File: src/rtl/clut_write_ctrl.sv
// clut_write_ctrl: queues palette writes and drains them into the CLUT write port only while blanked
// Build option: define CLUT_VBLANK_ONLY_EN to drain during vertical blanking only.
module clut_write_ctrl #(
   parameter int CIDXW = 4,
   parameter int COLRW = 12,
   parameter int DEPTH = 4,
   localparam int AW = $clog2(DEPTH),
   localparam int PW = AW + 1
) (
   input  logic             clk_25MHz,
   input  logic             btn_rst_n,
   input  logic             bright,
   input  logic             vblank,
   input  logic             req_valid,
   output logic             req_ready,
   input  logic [CIDXW-1:0] req_addr,
   input  logic [COLRW-1:0] req_data,
   output logic             clut_we,
   output logic [CIDXW-1:0] clut_addr_write,
   output logic [COLRW-1:0] clut_data_in,
   output logic [PW-1:0]    pending,
   output logic             busy
);
   localparam logic [1:0] IDLE  = 2'd0;
   localparam logic [1:0] WAIT  = 2'd1;
   localparam logic [1:0] DRAIN = 2'd2;
   localparam logic [PW-1:0] FULL = PW'(DEPTH);
   logic [CIDXW-1:0] addr_mem [DEPTH];
   logic [COLRW-1:0] data_mem [DEPTH];
   logic [AW-1:0] wr_ptr, rd_ptr;
   logic [1:0] state, state_n;
   logic [PW-1:0] count_n;
   logic win, push, pop;
`ifdef CLUT_VBLANK_ONLY_EN
   assign win = vblank && !bright;
`else
   logic unused_vblank;
   assign unused_vblank = vblank;
   assign win = !bright;
`endif
   assign req_ready = pending != FULL;
   assign push = req_valid && req_ready;
   assign pop = (state != IDLE) && win;
   assign busy = (pending != '0) || clut_we;
   // occupancy and next state; a non-idle state always implies a non-empty FIFO
   always_comb begin
      count_n = pending + PW'(push) - PW'(pop);
      state_n = (count_n == '0) ? IDLE : (win ? DRAIN : WAIT);
   end
   // FIFO pointers, occupancy and control state
   always_ff @(posedge clk_25MHz or negedge btn_rst_n) begin
      if (!btn_rst_n) begin
         wr_ptr  <= '0;
         rd_ptr  <= '0;
         pending <= '0;
         state   <= IDLE;
      end else begin
         if (push) wr_ptr <= wr_ptr + 1'b1;
         if (pop) rd_ptr <= rd_ptr + 1'b1;
         pending <= count_n;
         state   <= state_n;
      end
   end
   // entry storage needs no reset: occupancy alone decides what is valid
   always_ff @(posedge clk_25MHz) begin
      if (push) begin
         addr_mem[wr_ptr] <= req_addr;
         data_mem[wr_ptr] <= req_data;
      end
   end
   // registered CLUT write port: one strobe per pop, address/data hold otherwise
   always_ff @(posedge clk_25MHz or negedge btn_rst_n) begin
      if (!btn_rst_n) begin
         clut_we         <= 1'b0;
         clut_addr_write <= '0;
         clut_data_in    <= '0;
      end else begin
         clut_we <= pop;
         if (pop) begin
            clut_addr_write <= addr_mem[rd_ptr];
            clut_data_in    <= data_mem[rd_ptr];
         end
      end
   end
endmodule

File: config.mk
export PLATFORM = sky130hd
export DESIGN_NAME = clut_write_ctrl
export DESIGN_NICKNAME = d
export VERILOG_FILES = /design/src/rtl/clut_write_ctrl.sv
export SDC_FILE = /design/constraint.sdc
export NUM_CORES = 1
export LEC_CHECK = 0
export ABC_AREA = 1
export CELL_PAD_IN_SITES_DETAIL_PLACEMENT = 2
export CELL_PAD_IN_SITES_GLOBAL_PLACEMENT = 2
export CORE_MARGIN = 1
export CORE_UTILIZATION = 39
export DETAILED_ROUTE_END_ITERATION = 8
export MAX_ROUTING_LAYER = met4
export PLACE_DENSITY = 0.88
export SLEW_MARGIN = 0
export SYNTH_ARGS = -nofsm -noshare
export SYNTH_HDL_FRONTEND = slang
export SYNTH_SLANG_ARGS = --single-unit
File: constraint.sdc
create_clock -name clk_25MHz -period 6.9 [get_ports clk_25MHz]
set_clock_uncertainty 0.1 [all_clocks]
set_input_delay 1.38 -clock clk_25MHz [delete_from_list [all_inputs] [get_ports clk_25MHz]]
set_output_delay 1.38 -clock clk_25MHz [all_outputs]
set_load 0.005 [all_outputs]
==> summary.txt <==
STA
  • Final hold violation count: 0
  • Pins Over Slew Limit: 0
  • RSZ-0062 raised after global routing: false
  • Worst slew pin tran: 1230 ps
  • Setup TNS: 0 ps
  • Rel. slew slack: 0.183
  • Fin crit period: ~3900 ps
  • Final setup violation count: 0
  • Fmax: 260 MHz
  • Crit share post-route: 0.558

Logic synthesis
  • Post-Syn Instances: 361
  • Synth warnings: 0
  • Largest cells by area after synthesis: edfxtp_1 51%, dfrtp_1 17%, nand2_1 12%
  • Top cell type's share of synthesized area: 0.507
  • Yosys reg bits: 90
  • Post-synthesis sequential area ratio: 0.679
  • Mapped Nets: between 300 and 400
  • Syn avg cell area: 10.5 um2
  • Post-Syn Area: around 3800 um2
  • Dominant cell type by area after synthesis: edfxtp_1
  • Netlist cell types: 20

Worst setup path
  • Worst setup path end: state[1]
  • CP top delay family: adder cells
  • Crit path top cell by count: inv_1
  • Worst R2R End: state[1]
  • R2R cell count: 10
  • Reg-to-reg setup timing slack: 3940 ps
  • CP peak stage delay: about 480 ps
  • CP arrival: about 4000 ps
  • CP Max Fanout: 19
  • WP buf/inv: 5
  • Slowest-stage cell, CP: clkdlybuf4s50_1
  • Critical path class: primary input to register
  • Crit path launch type: primary input
  • Crit path launch: bright
  • Required time worst endpoint: 7070 ps
  • Critical-path cell list: clkdlybuf4s50_1 > inv_1 > o21ai_4 > inv_2 > ha_1 > inv_1 > ha_1 > fa_1 > nor2_1 > nand3_1 > nand2_1 > inv_1
  • Crit. End Element: register
  • Cell count along the critical path: 12
  • Worst reg2reg path startpoint: state[1]

Placed design
  • Placed cells: approximately 520
  • Placer congestion estimate: roughly 0.68
  • Post-DP HPWL: between 6000 and 7000 um
  • Port bufs: around 40

CTS
  • Root Buffer: clkbuf_8
  • Setup bufs post-CTS: 0
  • Sink Count: 90
  • Clock tree buffer depth: 2
  • Num CTS Buffers: 9
  • Clock-pin slew on the worst setup and hold paths: ~90 ps
  • Latest clock arrival within the worst-skew pair: 370 ps
  • CTS tree: done
  • Hold Buf Count CTS: 0
  • CTS resizes: 0
  • # H-tree levels: 3

GRT
  • First-pass GRT wire length: about 16,000 um
  • Pin count of the biggest net entering global routing: 34
  • M1 GR Usage: 0.246
  • Vias in the first global route: 3,041
  • Grt peak-use layer: met2
  • Met2 Resource Use GR: 0.418
  • Met3 usage: 0.0361
  • Initial antenna violation count: 0
  • Global route overflow: 0
  • Tot GR Track Use: 0.228

Die
  • I/O pins: 43
  • Starting Density: 0.406
  • Rows: 35
  • Die footprint: around 10,000 um2
  • Die Y: around 100 um
  • Die W: 101 um
  • Placeable Area: about 9300 um2

Layout
  • Share of layout cells above drive strength 1: 0.0633
  • Antenna cells: 0
  • Area Overhead vs Synth: 19.1%
  • NumNets Final: between 400 and 500
  • Final Non-Filler Cells: 540

Power
  • Switching pwr: a little over 700 uW
  • Clock share of power: 0.194
  • Lkg Pwr: 0.00198 uW
  • P_int: 1210 uW
  • Switching part of the total: 0.370
  • Logic gate share of total power: 0.364
  • Power share of the sequential group: 0.442
  • VDD IR-drop max: 0.000133 V
  • Cell Pwr Density: between 400 and 500 nW/um2

Detailed routing
  • Vias/cell: between 4 and 5
  • Vias after detailed routing: about 2,600
  • Routed length per instance: ~18 um
  • DRC: 0
  • DRT Pass-1 Iters: 4
  • Number of nets with antenna violations after routing: 0
  • Final WL: approximately 10000 um
  • Iteration-0 DRC count of the detailed router: around 110

Run
  • Max-Cap Viols: 0

Worst hold path
  • Min-delay worst type: register to register
  • Worst Min Path Start: clut_addr_write[0]
  • Hold Path Depth: 2

Run status
  • Outcome: finished clean
## cell usage after synthesis
cell / instances
fa_1: 1
edfxtp_1: 64
clkbuf_1: 1
nand3_1: 18
nor2_1: 43
o21ai_4: 1
or2_2: 3
nand2_1: 121
xor2_1: 2
dfrtp_1: 26
or2_0: 13
inv_4: 1
buf_6: 2
inv_2: 1
nand2_2: 1
buf_4: 5
ha_1: 6
buf_2: 5
inv_1: 46
a21oi_1: 1
## sequential cells by signal, indices dropped and copies added (netlist names)
| signal | count |
|---|---|
| pending | 3 |
| clut_we | 1 |
| wr_ptr | 2 |
| rd_ptr | 2 |
| addr_mem | 16 |
| clut_addr_write | 4 |
| data_mem | 48 |
| state | 2 |
| clut_data_in | 12 |
## routing by layer
layer / vias to the layer above / wire [um] / share of wire
li1: 1207 / - / -
met4: 0 / 201 / 0.020
met5: - / 0 / 0
met1: 1320 / 3990 / 0.40
met3: 15 / 210 / 0.021
met2: 42 / 5540 / 0.56
## metrics by stage
step           cell area (um2)  hold slack, ps  setup WS [ps]   util  power [uW]
3_3_place_gp              4320             362           2730  0.463        1470
4_1_cts                   4520             387           3010  0.484        1950
3_5_place_dp              4320             366           2610  0.463        1560
5_1_grt                   4520             412           2860  0.484        2050
6_report                  4520             379           3050  0.484        1920
2_1_floorplan             3790             372           3680      -        1250
## cell usage in the layout, fill, tap and decap left out
cell type / synthesis / final
nor2_1: 43 / 43
clkbuf_1: 1 / 3
inv_1: 46 / 46
clkinv_2: 0 / 1
a21oi_1: 1 / 1
xor2_1: 2 / 2
or2_0: 13 / 13
nand3_1: 18 / 18
inv_4: 1 / 1
bufinv_16: 0 / 1
edfxtp_1: 64 / 64
dfrtp_1: 26 / 26
clkdlybuf4s50_1: 0 / 41
or2_2: 3 / 3
fa_1: 1 / 1
inv_2: 1 / 1
nand2_1: 121 / 121
ha_1: 6 / 6
buf_4: 5 / 6
o21ai_4: 1 / 1
nand2_2: 1 / 1
clkbuf_8: 0 / 11
## worst min-delay path: cells and delay by family, from the launching register on
family	cells	cell delay, ps
simple gates	2	100
flops	1	350
## cell type report
type / instances / area [um2]
Multi-Input combinational cell: 210 / 946
Clock inverter: 2 / 35.0
Tap cell: 129 / 161
Fill cell: 969 / 4810
Inverter: 48 / 183
Clock buffer: 14 / 163
Timing Repair Buffer: 47 / 455
Sequential cell: 90 / 2570
## how the worst min path moves through the flow
stage                         endpoint  slack (ps)
floorplan           clut_addr_write[0]         370
global route        clut_addr_write[0]         410
finish              clut_addr_write[0]         380
global placement    clut_addr_write[1]         360
CTS                 clut_addr_write[0]         390
detailed placement  clut_addr_write[0]         370
## power groups by stage
stage | Clock, uW | Sequential [uW] | Combinational, uW
after floorplan | 0 | 808 | 443
after global placement | 0 | 840 | 633
after detailed placement | 0 | 858 | 705
after CTS | 377 | 850 | 718
after global routing | 398 | 864 | 788
final | 372 | 847 | 699
## kinds of logic (layout without fill, tap and decap cells)
group / Yosys count / in the layout / share of synthesized area
flip-flops: 90 / 90 / 0.679
AO/OA/AOI/OAI: 2 / 2 / 0.00561
XOR/XNOR: 2 / 2 / 0.00462
buffers and inverters: 61 / 111 / 0.0716
adder cells (fa/ha/maj): 7 / 7 / 0.0251
AND/OR/NAND/NOR: 199 / 199 / 0.214
(Power assumes the default switching activity.)
